[config.mk]
export PLATFORM = sky130hd
export DESIGN_NAME = seq_gen_flat
export DESIGN_NICKNAME = d
export VERILOG_FILES = /design/src/rtl/seq_fsm_pkg.sv /design/src/rtl/seq_gen_if.sv /design/src/rtl/seq_bitcnt.sv /design/src/rtl/seq_gen.sv /design/src/flat_wrapper.sv
export SDC_FILE = /design/constraint.sdc
export NUM_CORES = 1
export LEC_CHECK = 0
export BUFFER_PORTS_ARGS = -buffer_cell sky130_fd_sc_hd__buf_2
export CORE_UTILIZATION = 40
export DETAILED_ROUTE_END_ITERATION = 16
export PLACE_DENSITY = 0.67
export SYNTH_ARGS = -nofsm -noshare
export SYNTH_HDL_FRONTEND = slang
export SYNTH_HIERARCHICAL = 1
export SYNTH_SLANG_ARGS = --single-unit
[constraint.sdc]
create_clock -name clk -period 3.9 [get_ports clk]
set_input_delay 0.975 -clock clk [delete_from_list [all_inputs] [get_ports clk]]
set_output_delay 0.975 -clock clk [all_outputs]
set_load 0.05 [all_outputs]
[src/rtl/seq_fsm_pkg.sv]
// Shared definitions for the sequence FSM blocks: state encodings and
// default parameter values.
package seq_fsm_pkg;

  // FSM state encodings (2'b11 is unused and recovers to IDLE)
  localparam logic [1:0] ST_IDLE = 2'b00;
  localparam logic [1:0] ST_SEND = 2'b01;
  localparam logic [1:0] ST_DONE = 2'b10;
  localparam logic [1:0] ST_BAD  = 2'b11;

  // Default geometry: 8-bit pattern, 4-bit length and repeat fields
  localparam int DEF_WIDTH = 8;
  localparam int DEF_LEN_W = 4;
  localparam int DEF_REP_W = 4;

endpackage

[src/rtl/seq_gen_if.sv]
// Load / serial-output bus of the sequence generator.
// The master side loads patterns and paces bits; the slave is seq_gen.
interface seq_gen_if #(
  parameter int WIDTH = seq_fsm_pkg::DEF_WIDTH,
  parameter int LEN_W = seq_fsm_pkg::DEF_LEN_W,
  parameter int REP_W = seq_fsm_pkg::DEF_REP_W
);
  logic             load_valid;
  logic             load_ready;
  logic [WIDTH-1:0] pattern;
  logic [LEN_W-1:0] len;
  logic [REP_W-1:0] rep;
  logic             tx_en;
  logic             dout;
  logic             dout_valid;
  logic             done;
  logic [1:0]       state;

  modport master (
    output load_valid, pattern, len, rep, tx_en,
    input  load_ready, dout, dout_valid, done, state
  );

  modport slave (
    input  load_valid, pattern, len, rep, tx_en,
    output load_ready, dout, dout_valid, done, state
  );
endinterface

[src/rtl/seq_bitcnt.sv]
// Bit-index and repeat down-counter for seq_gen.
// Index walks len-1 .. 0, reloads from the captured start value while
// repeats remain, and flags the final bit of the final repetition.
module seq_bitcnt
  import seq_fsm_pkg::*;
#(
  parameter int LEN_W = DEF_LEN_W,
  parameter int REP_W = DEF_REP_W
) (
  input  logic             clk,
  input  logic             rst,
  input  logic             load,
  input  logic [LEN_W-1:0] idx_init,
  input  logic [REP_W-1:0] rep_init,
  input  logic             dec,
  output logic [LEN_W-1:0] idx,
  output logic             last
);

  localparam logic [LEN_W-1:0] IDX_ONE = {{(LEN_W-1){1'b0}}, 1'b1};
  localparam logic [REP_W-1:0] REP_ONE = {{(REP_W-1){1'b0}}, 1'b1};

  logic [LEN_W-1:0] idx_r;
  logic [LEN_W-1:0] reload_r;
  logic [REP_W-1:0] rep_r;

  // Load on accept, otherwise count down one bit per enabled emission
  always_ff @(posedge clk) begin
    if (!rst) begin
      idx_r    <= {LEN_W{1'b0}};
      reload_r <= {LEN_W{1'b0}};
      rep_r    <= {REP_W{1'b0}};
    end else if (load) begin
      idx_r    <= idx_init;
      reload_r <= idx_init;
      rep_r    <= rep_init;
    end else if (dec) begin
      if (idx_r != {LEN_W{1'b0}}) begin
        idx_r <= idx_r - IDX_ONE;
      end else if (rep_r != {REP_W{1'b0}}) begin
        // Wrap straight into the next repetition, no idle bit between
        idx_r <= reload_r;
        rep_r <= rep_r - REP_ONE;
      end else begin
        idx_r <= idx_r;
        rep_r <= rep_r;
      end
    end else begin
      idx_r <= idx_r;
      rep_r <= rep_r;
    end
  end

  assign idx  = idx_r;
  assign last = (idx_r == {LEN_W{1'b0}}) && (rep_r == {REP_W{1'b0}});

endmodule

[src/rtl/seq_gen.sv]
// Serial pattern generator: accepts a pattern/length/repeat request and
// shifts it out MSB-first (from bit len-1), one bit per tx_en tick,
// repeating it rep+1 times, then pulses done for one cycle.
module seq_gen
  import seq_fsm_pkg::*;
#(
  parameter int WIDTH = DEF_WIDTH,
  parameter int LEN_W = DEF_LEN_W,
  parameter int REP_W = DEF_REP_W
) (
  input logic       clk,
  input logic       rst,
  seq_gen_if.slave  bus
);

  localparam logic [LEN_W-1:0] WIDTH_L = LEN_W'(WIDTH);
  localparam logic [LEN_W-1:0] IDX_ONE = {{(LEN_W-1){1'b0}}, 1'b1};
  localparam logic [WIDTH-1:0] BIT_ONE = {{(WIDTH-1){1'b0}}, 1'b1};

  logic [1:0]       state_r;
  logic             dout_r;
  logic             dout_valid_r;
  logic             done_r;
  logic [WIDTH-1:0] pattern_r;

  logic [LEN_W-1:0] len_clamp_s;
  logic [LEN_W-1:0] idx_init_s;
  logic [LEN_W-1:0] idx_s;
  logic             last_s;
  logic             load_s;
  logic             dec_s;
  logic             cur_bit_s;

  // Clamp requested length to the pattern width and derive the start index
  always_comb begin
    len_clamp_s = bus.len;
    if (bus.len > WIDTH_L) begin
      len_clamp_s = WIDTH_L;
    end else begin
      len_clamp_s = bus.len;
    end
    // Wraps for len==0, but that request never enters SEND
    idx_init_s = len_clamp_s - IDX_ONE;
  end

  assign load_s    = (state_r == ST_IDLE) && bus.load_valid;
  assign dec_s     = (state_r == ST_SEND) && bus.tx_en;
  assign cur_bit_s = |(pattern_r & (BIT_ONE << idx_s));

  seq_bitcnt #(
    .LEN_W (LEN_W),
    .REP_W (REP_W)
  ) u_bitcnt (
    .clk      (clk),
    .rst      (rst),
    .load     (load_s),
    .idx_init (idx_init_s),
    .rep_init (bus.rep),
    .dec      (dec_s),
    .idx      (idx_s),
    .last     (last_s)
  );

  // Control FSM and registered serial outputs
  always_ff @(posedge clk) begin
    if (!rst) begin
      state_r      <= ST_IDLE;
      dout_r       <= 1'b0;
      dout_valid_r <= 1'b0;
      done_r       <= 1'b0;
      pattern_r    <= {WIDTH{1'b0}};
    end else begin
      case (state_r)
        ST_IDLE: begin
          dout_valid_r <= 1'b0;
          if (load_s) begin
            pattern_r <= bus.pattern;
            if (len_clamp_s != {LEN_W{1'b0}}) begin
              state_r <= ST_SEND;
              done_r  <= 1'b0;
            end else begin
              // Empty pattern: complete immediately without any bit
              state_r <= ST_DONE;
              done_r  <= 1'b1;
            end
          end else begin
            state_r <= ST_IDLE;
            done_r  <= 1'b0;
          end
        end
        ST_SEND: begin
          if (bus.tx_en) begin
            dout_r       <= cur_bit_s;
            dout_valid_r <= 1'b1;
            if (last_s) begin
              state_r <= ST_DONE;
              done_r  <= 1'b1;
            end else begin
              state_r <= ST_SEND;
              done_r  <= 1'b0;
            end
          end else begin
            // No tick: keep the last bit on dout, but it is not new
            dout_valid_r <= 1'b0;
            done_r       <= 1'b0;
          end
        end
        ST_DONE: begin
          state_r      <= ST_IDLE;
          dout_r       <= 1'b0;
          dout_valid_r <= 1'b0;
          done_r       <= 1'b0;
        end
        default: begin
          state_r      <= ST_IDLE;
          dout_r       <= 1'b0;
          dout_valid_r <= 1'b0;
          done_r       <= 1'b0;
        end
      endcase
    end
  end

  assign bus.load_ready = (state_r == ST_IDLE);
  assign bus.dout       = dout_r;
  assign bus.dout_valid = dout_valid_r;
  assign bus.done       = done_r;
  assign bus.state      = state_r;

endmodule

[src/flat_wrapper.sv]
// flat-port wrapper written by rule: the top's interface ports become plain ports
module seq_gen_flat import seq_fsm_pkg::*;
#(
  parameter int WIDTH = DEF_WIDTH,
  parameter int LEN_W = DEF_LEN_W,
  parameter int REP_W = DEF_REP_W
)
  (clk, rst, bus_load_valid, bus_pattern, bus_len, bus_rep, bus_tx_en, bus_load_ready, bus_dout, bus_dout_valid, bus_done, bus_state);
  seq_gen_if #(.WIDTH(WIDTH), .LEN_W(LEN_W), .REP_W(REP_W)) bus_i ();
  input logic clk;
  input logic rst;
  input wire logic [$bits(bus_i.load_valid)-1:0] bus_load_valid;
  input wire logic [$bits(bus_i.pattern)-1:0] bus_pattern;
  input wire logic [$bits(bus_i.len)-1:0] bus_len;
  input wire logic [$bits(bus_i.rep)-1:0] bus_rep;
  input wire logic [$bits(bus_i.tx_en)-1:0] bus_tx_en;
  output wire logic [$bits(bus_i.load_ready)-1:0] bus_load_ready;
  output wire logic [$bits(bus_i.dout)-1:0] bus_dout;
  output wire logic [$bits(bus_i.dout_valid)-1:0] bus_dout_valid;
  output wire logic [$bits(bus_i.done)-1:0] bus_done;
  output wire logic [$bits(bus_i.state)-1:0] bus_state;
  assign bus_i.load_valid = bus_load_valid;
  assign bus_i.pattern = bus_pattern;
  assign bus_i.len = bus_len;
  assign bus_i.rep = bus_rep;
  assign bus_i.tx_en = bus_tx_en;
  assign bus_load_ready = bus_i.load_ready;
  assign bus_dout = bus_i.dout;
  assign bus_dout_valid = bus_i.dout_valid;
  assign bus_done = bus_i.done;
  assign bus_state = bus_i.state;
  seq_gen #(.WIDTH(WIDTH), .LEN_W(LEN_W), .REP_W(REP_W)) u_core (.clk(clk), .rst(rst), .bus(bus_i));
endmodule
==> flow_summary.yaml, run 1 <==
run_status:
  result_of_the_run: "finished, final reports clean"
clock_tree:
  cts_resized: 0
  ctsLongestPathBuffers: 2
  post_cts_buffers: 0
  cts_sinks: 25
  clkTransAtPathRegs_ns: 0.15
  tritoncts: "done"
  cts-hold-fix-buffers: 0
  clk_root_buffer_cell: "clkbuf_4"
  cts_max_level: 1
  numCtsBuffers: 3
  worst_skew_pair.late_latency_ns: 0.33
pwr:
  leakagePower_nw: 0.6452
  p_total_mw: 0.5883
  powerDensity_nw_per_um2: 384.5
  maximum_vdd_drop_v: 0.0002410
timing:
  slew_viol_final: 0
  final.period_utilization: 0.5379
  grt_setup_unrepaired: "no"
  relSlewSlack: 0.5750
  achievable_clock_frequency_ghz: 0.4767
  tightest_slew_ns: 0.6361
  hold_violations: 0
  timing.setup.tns_ns: 0
  skew_ns: 0.01440
  min_period_ns: 2.098
  finalWorstSetupSlack_ns: 1.802
  finalHoldWorstSlack_ns: 0.5326
  finalSetupViolations: 0
synth:
  ys.flop_type: "dfxtp_1"
  synth_fp_nets: 171
  synth_warn: 6
  synthMostInstantiatedCell: "dfxtp_1"
  postSynthRegisterBits: 25
  synth.largest_area_cell: "dfxtp_1"
  post_synth_instance_area_um2: 1350
  synthTopCellsByCount: "dfxtp_1, mux2i_1, nor2b_1"
  postSynthAreaPerCell_um2: 9.184
  synthesis.instances: 147
  synth_enable_flop_cells: 0
  synth.yosys.seq_area_share: 0.3707
  ys_types: 42
  synth-async-reset-ratio: 0
  synth_area_leaders: "dfxtp_1, mux2i_1, nor2b_1"
  post-synth-top-area-fraction: 0.3707
routing:
  route.vias.total: 1074
  ant_nets: 0
  totalWireLength_mm: 2.530
  avgViaCountPerCell: 4.995
  drt-pass1-iter-count: 4
  drt_first_iter_violations: 55
  route.detailed.wl_per_inst_um: 11.77
  detail_route.drc_violations: 0
hold_path:
  timing.hold.worst.class: "flop to flop"
floorplanning:
  dieArea_um2: 3611
  placementRows: 20
  fp.dieW_um: 60.10
  io_pins: 26
  initial_core_util: 0.4316
  floorplan.core_area_um2: 3128
  die_height_um: 60.10
global_route:
  globalRoute.totalOverflow: 0
  grtUsageMet3: 0.03896
  global_route.usage.total: 0.1570
  antenna_found_initial: 0
  grt.met1_usage: 0.2076
  use_met2: 0.2540
  grt_pass1_wl_mm: 4.243
  first_global_vias: 977
  grt_max_degree: 25
  gr-max-usage-layer: "met2"
critical_path:
  timing.critical_path.required_ns: 2.92
  critical_path_arrival_ns: 1.12
  crit_path_max_delay_cell_type: "dfxtp_1"
  critical-path-max-stage-delay_ns: 0.49
  timing.critical_path.fanout_max: 8
  cp.buffers_inverters: 1
  critPathLaunchType: "flop"
  critical_path.endpoint_type: "output port"
  critical_path_class: "flop to output port"
  cell_family_with_most_cp_delay: "flip-flops"
  worstPathCellList: "buf_2"
finish:
  n_antenna_cell: 0
  flow.area_growth_from_synthesis_pct: 13.35
  fin_nets: 196
  fin_util: 0.4892
  layout_cell_share_with_drive_strength_beyond_1: 0.2164
job:
  timing.max_cap.violations: 0
place:
  placer_s_final_routability_congestion_estimate: 0.8671
  detailed_place_hpwl_mm: 1.844
  port_buffers: 25
  dpl_worst_slack_ns: 1.499
[power breakdown]
part	switching (mW)	total, mW	leakage [nW]	internal (mW)
registers	0.0222	0.300	0.206	0.278
logic	0.0927	0.166	0.421	0.0732
clock network	0.0802	0.122	0.0183	0.0417
[final cells by class]
cell class	instances	area, µm²
clock buffer	3	22.52
clock inverter	1	8.758
fill	292	1598
inverter	7	26.28
multi-input combinational	109	784.5
sequential	25	500.5
tap	44	55.05
timing repair buffer	26	132.6
[registers in the layout, summed over array words and instances (netlist names)]
signal	cells
u_core/bus.state	2
u_core/bus.dout	1
u_core/u_bitcnt/reload_r	4
u_core/pattern_r	8
u_core/u_bitcnt/idx	4
u_core/bus.dout_valid	1
u_core/u_bitcnt/rep_r	4
u_core/bus.done	1
[through the flow]
| step | cell area (µm²) | instances |
|---|---|---|
| after floorplan | 1350 | 147 |
| after global placement | 1499 | 211 |
| after detailed placement | 1499 | 211 |
| after CTS | 1530 | 215 |
| after global routing | 1530 | 215 |
| final | 1530 | 215 |
[per-layer routing]
layer	vias to the layer above	wire, µm
li1	569	-
met1	479	1231
met2	24	1178
met3	2	99
met4	0	21
met5	-	0
[placed cells by master, fill, tap and decap left out, drive strengths merged, types with 3 or more instances in the layout]
cell and instances:
buf 26, nor3 4, nor2b 14, o21ai 9
xnor2 3, ha 4, inv 8, nand3 3
dfxtp 25, nand2b 5, o21a 3, mux2i 15
nand2 6, clkbuf 3, nor2 7, a211oi 4
a21oi 8
[cell families (layout without fill, tap and decap cells)]
family,after synthesis,in the layout,share of synthesized area
flops,25,25,0.3707
xor+xnor,4,4,0.02595
simple gates,52,52,0.2345
mux,17,17,0.1279
fa+ha+maj,4,4,0.03707
compound gates,32,32,0.1557
buf+inv,13,37,0.04819
[final timing paths]
path,from,to,slack (ns),depth (start not counted)
setup / recovery,u_core/bus.state[0]$_SDFFE_PN0N_,bus_state[0],1.80,1
hold / removal,u_core/pattern_r[4]$_SDFFE_PN0P_,u_core/pattern_r[4]$_SDFFE_PN0P_,0.53,2
setup reg to reg,u_core/bus.state[0]$_SDFFE_PN0N_,u_core/u_bitcnt/rep_r[1]$_SDFFE_PN0P_,1.91,6
hold reg to reg,u_core/pattern_r[4]$_SDFFE_PN0P_,u_core/pattern_r[4]$_SDFFE_PN0P_,0.53,2
No activity file was read; power rests on OpenSTA's default activity.
==> run 2, diff against run 1 <==
==> constraint.sdc (replaced) <==
create_clock -name clk -period 2.2 [get_ports clk]
set_input_delay 0.55 -clock clk [delete_from_list [all_inputs] [get_ports clk]]
set_output_delay 0.55 -clock clk [all_outputs]
set_load 0.05 [all_outputs]
==> flow_summary.yaml, run 2 (synthesized netlist as in run 1, its figures left out) <==
clock_tree:
  numCtsBuffers: 3
  ctsLongestPathBuffers: 2
  clkTransAtPathRegs_ns: 0.13
  cts_max_level: 1
  worst_skew_pair.late_latency_ns: 0.32
  clk_root_buffer_cell: "clkbuf_4"
  post_cts_buffers: 0
  cts_resized: 0
  cts_sinks: 25
  tritoncts: "done"
  cts-hold-fix-buffers: 0
critical_path:
  critPathLaunchType: "flop"
  cell_family_with_most_cp_delay: "compound AO/OA/AOI/OAI gates"
  critical-path-max-stage-delay_ns: 0.54
  timing.critical_path.required_ns: 2.46
  critical_path.endpoint_type: "flop"
  timing.critical_path.fanout_max: 6
  crit_path_max_delay_cell_type: "nor3b_1"
  worstPathCellList: "inv_1, ha_1, nor3b_1, o21ai_0, a211o_1, a21oi_2"
  cp.buffers_inverters: 1
  critical_path_arrival_ns: 2.16
  critical_path_class: "flop to flop"
finish:
  layout_cell_share_with_drive_strength_beyond_1: 0.2343
  final_cell_mix: "buf_2, dfxtp_1, mux2i_1"
  largest_register: "u_core/pattern_r"
  final-seq-area_um2: 500.5
  flow.area_growth_from_synthesis_pct: 15.48
  footprint_of_the_multi_input_gates_um2: 784.5
  filler_cells_inserted: 319
  n_antenna_cell: 0
  postLayoutCellArea_um2: 1559
  finalNonFillerCells: 219
  fin_nets: 200
  largest_register_ffs: 8
place:
  detailed_place_hpwl_mm: 2.061
  dpl_worst_slack_ns: 0.4131
  port_buffers: 25
  placer_s_final_routability_congestion_estimate: 0.8300
  placed_cells_incl_taps: 215
  placed_cell_area_um2: 1529
run_status:
  result_of_the_run: "finished, final reports clean"
floorplanning:
  floorplan.core_area_um2: 3128
  io_pins: 26
  fp.dieW_um: 60.10
  placementRows: 20
  initial_core_util: 0.4316
  dieArea_um2: 3611
  die_height_um: 60.10
timing:
  final.period_utilization: 0.8639
  min_period_ns: 1.900
  finalSetupViolations: 0
  skew_ns: 0.01092
  grt_setup_unrepaired: "no"
  finalWorstSetupSlack_ns: 0.2995
  slew_viol_final: 0
  tightest_slew_ns: 0.6019
  relSlewSlack: 0.5978
  timing.setup.tns_ns: 0
  achievable_clock_frequency_ghz: 0.5262
  hold_violations: 0
routing:
  route.detailed.wl_per_inst_um: 12.32
  route.vias.total: 1112
  drt-pass1-iter-count: 4
  drt_first_iter_violations: 43
  detail_route.drc_violations: 0
  avgViaCountPerCell: 5.078
  ant_nets: 0
  totalWireLength_mm: 2.699
pwr:
  net_switching_component_of_the_power_mw: 0.3487
  seq_power_share: 0.503
  powerDensity_nw_per_um2: 674.0
  leakagePower_nw: 0.6612
  maximum_vdd_drop_v: 0.0002632
  clock_power_share: 0.200
  power_frac_comb: 0.297
  p_sw_frac: 0.3318
  intPower_mw: 0.7021
global_route:
  global_route.usage.total: 0.1701
  globalRoute.totalOverflow: 0
  first_global_vias: 1027
  antenna_found_initial: 0
  grt_pass1_wl_mm: 4.567
  grt_max_degree: 25
job:
  timing.max_cap.violations: 0
hold_path:
  timing.hold.worst.class: "input pin to flop"
## run 2: path summary, 6_finish.rpt
path,start,end,slack (ns),cells after the start
max reg2reg,u_core/u_bitcnt/idx[1]$_SDFFE_PN0P_,u_core/u_bitcnt/idx[0]$_SDFFE_PN0P_,0.30,6
min reg2reg,u_core/pattern_r[4]$_SDFFE_PN0P_,u_core/pattern_r[4]$_SDFFE_PN0P_,0.53,2
max,u_core/u_bitcnt/idx[1]$_SDFFE_PN0P_,u_core/u_bitcnt/idx[0]$_SDFFE_PN0P_,0.30,6
min,bus_rep[1],u_core/u_bitcnt/rep_r[1]$_SDFFE_PN0P_,0.46,3
## run 2: layout make-up
cell class / instances / area share
Tap cell: 44 / 0.03531
Timing Repair Buffer: 30 / 0.1043
Clock inverter: 1 / 0.004815
Inverter: 7 / 0.01685
Clock buffer: 3 / 0.01445
Sequential cell: 25 / 0.3210
Multi-Input combinational cell: 109 / 0.5032
## run 2: metrics by stage
stage	power, mW	utilization	hold slack [ns]
5_1_grt	1.124	0.4984	0.4541
3_3_place_gp	0.8370	0.4888	0.4952
2_1_floorplan	0.7744	-	0.4733
3_5_place_dp	0.8485	0.4888	0.5066
6_report	1.051	0.4984	0.4616
4_1_cts	1.061	0.4984	0.4466
## run 2: layer usage
layer  part of all wire  vias up  GRT usage
met4             0.0074        0    0.07641
met1               0.48      512     0.2184
met2               0.47       23     0.2730
met5                  0        -          0
met3              0.039        2    0.03463
li1                   -      575          -
## run 2: power groups by stage
stage / combinational, mW / clock [mW] / sequential (mW)
after global placement: 0.302 / 0 / 0.535
after floorplan: 0.222 / 0 / 0.552
final: 0.312 / 0.210 / 0.528
after global routing: 0.346 / 0.244 / 0.535
after detailed placement: 0.311 / 0 / 0.538
after CTS: 0.312 / 0.221 / 0.528
## run 2: worst register-to-register path: cells and delay by family (launching register included)
family	cells	cell delay [ns]
fa+ha+maj	1	0.22
buf+inv	1	0.08
compound gates	3	0.65
simple gates	1	0.54
flops	1	0.37
==> run 3, diff against run 2 <==
--- a/config.mk
+++ b/config.mk
@@ -7,7 +7,10 @@
 export LEC_CHECK = 0
 export BUFFER_PORTS_ARGS = -buffer_cell sky130_fd_sc_hd__buf_2
 export CORE_UTILIZATION = 40
+export CTS_CLUSTER_DIAMETER = 30
 export DETAILED_ROUTE_END_ITERATION = 16
+export GPL_TIMING_DRIVEN = 0
+export MAX_ROUTING_LAYER = met4
 export PLACE_DENSITY = 0.67
 export SYNTH_ARGS = -nofsm -noshare
 export SYNTH_HDL_FRONTEND = slang
==> flow_summary.yaml, run 3 (synthesized netlist as in run 1, its figures left out) <==
global_route:
  grt_max_degree: 15
  grtUsageMet3: 0.04545
  antenna_found_initial: 0
  first_global_vias: 1086
  use_met2: 0.3016
  grt_pass1_wl_mm: 4.519
  grt.met1_usage: 0.1945
  globalRoute.totalOverflow: 0
  gr-max-usage-layer: "met2"
  global_route.usage.total: 0.1722
run_status:
  result_of_the_run: "finished, final reports clean"
critical_path:
  critical_path_class: "flop to flop"
  critical_path.endpoint_type: "flop"
  critPathLaunchType: "flop"
  critical_path_arrival_ns: 2.28
  critPathLaunch: "u_core/bus.state[0]$_SDFFE_PN0N_"
  timing.critical_path.required_ns: 2.46
  timing.critical_path.fanout_max: 8
  timing.rr.start: "u_core/bus.state[0]$_SDFFE_PN0N_"
pwr:
  leakagePower_nw: 0.6596
  maximum_vdd_drop_v: 0.0004659
  powerDensity_nw_per_um2: 676.1
clock_tree:
  cts-hold-fix-buffers: 0
  numCtsBuffers: 3
  cts_resized: 0
  clkTransAtPathRegs_ns: 0.13
  cts_sinks: 25
  tritoncts: "done"
  post_cts_buffers: 0
  cts_max_level: 1
  clk_root_buffer_cell: "clkbuf_4"
  ctsLongestPathBuffers: 2
  worst_skew_pair.late_latency_ns: 0.32
timing:
  achievable_clock_frequency_ghz: 0.4963
  min_period_ns: 2.015
  slew_viol_final: 0
  grt_setup_unrepaired: "no"
  timing.setup.tns_ns: 0
  skew_ns: 0.001150
  final.period_utilization: 0.9158
  finalHoldWorstSlack_ns: 0.4621
  hold_violations: 0
  finalSetupViolations: 0
  tightest_slew_ns: 0.6030
  relSlewSlack: 0.5971
finish:
  largest_register_ffs: 8
  final_cell_mix: "buf_2, dfxtp_1, mux2i_1"
  flow.area_growth_from_synthesis_pct: 15.38
  fin_nets: 201
  postLayoutCellArea_um2: 1558
  n_antenna_cell: 0
  layout_cell_share_with_drive_strength_beyond_1: 0.2216
  largest_register: "u_core/pattern_r"
  layout_commonest_cell: "buf_2"
routing:
  drt-pass1-iter-count: 4
  ant_nets: 0
  drt_first_iter_violations: 27
  route.vias.total: 1146
  detail_route.drc_violations: 0
  route.detailed.wl_per_inst_um: 12.75
  avgViaCountPerCell: 5.209
  totalWireLength_mm: 2.805
floorplanning:
  initial_core_util: 0.4316
  die_height_um: 60.10
  placementRows: 20
  floorplan.core_area_um2: 3128
  fp.dieW_um: 60.10
  dieArea_um2: 3611
  io_pins: 26
hold_path:
  worst_hold_startpoint: "bus_rep[1]"
  timing.hold.worst.class: "input pin to flop"
place:
  detailed_place_hpwl_mm: 2.138
  port_buffers: 25
  placed_cell_area_um2: 1530
  placer_s_final_routability_congestion_estimate: 0.8119
job:
  timing.max_cap.violations: 0
run 3: cell types whose count changed in the layout (fill, tap and decap cells not counted), sizes merged:
cell	before	now
clkbuf	3	6
clkinvlp	1	0
clkinv	0	1
buf	30	28
run 3: power breakdown:
group	switching, mW	internal (mW)
registers	0.0397	0.493
logic	0.174	0.142
clock network	0.136	0.0681
total	0.350	0.704
run 3: worst max-delay path, cell delays in order, from the launching register on:
cell and delay (ns):
dfxtp_1 0.49, or2b_1 0.27, nor2_1 0.34, and4bb_1 0.31
nand2_1 0.11, mux2_1 0.32, o21ai_1 0.12
run 3: layout make-up:
type,instances,area [µm²]
Inverter,7,26.28
Timing Repair Buffer,25,125.1
Buffer,6,38.79
Multi-Input combinational cell,109,784.5
Tap cell,44,55.05
Clock buffer,3,22.52
Sequential cell,25,500.5
Clock inverter,1,5.005
Fill cell,309,1570
run 3: final timing paths:
path	endpoint	slack [ns]	cells past startpoint
max	u_core/u_bitcnt/rep_r[1]$_SDFFE_PN0P_	0.19	6
min	u_core/u_bitcnt/rep_r[1]$_SDFFE_PN0P_	0.46	3
max reg2reg	u_core/u_bitcnt/rep_r[1]$_SDFFE_PN0P_	0.19	6
min reg2reg	u_core/pattern_r[2]$_SDFFE_PN0P_	0.53	2
run 3: metrics by stage:
step,setup WS (ns),power (mW),cells,util
floorplan,0.1260,0.7744,147,-
global placement,0.1427,0.8394,216,0.4892
detailed placement,0.09708,0.8570,216,0.4892
CTS,0.1830,1.058,220,0.4980
global route,0.03549,1.110,220,0.4980
finish,0.1853,1.053,220,0.4980
run 3: layer usage:
metal / vias to the layer above / routed length (µm)
met4: 0 / 15
met1: 546 / 1302
met3: 2 / 107
met5: - / 0
li1: 579 / -
met2: 19 / 1380
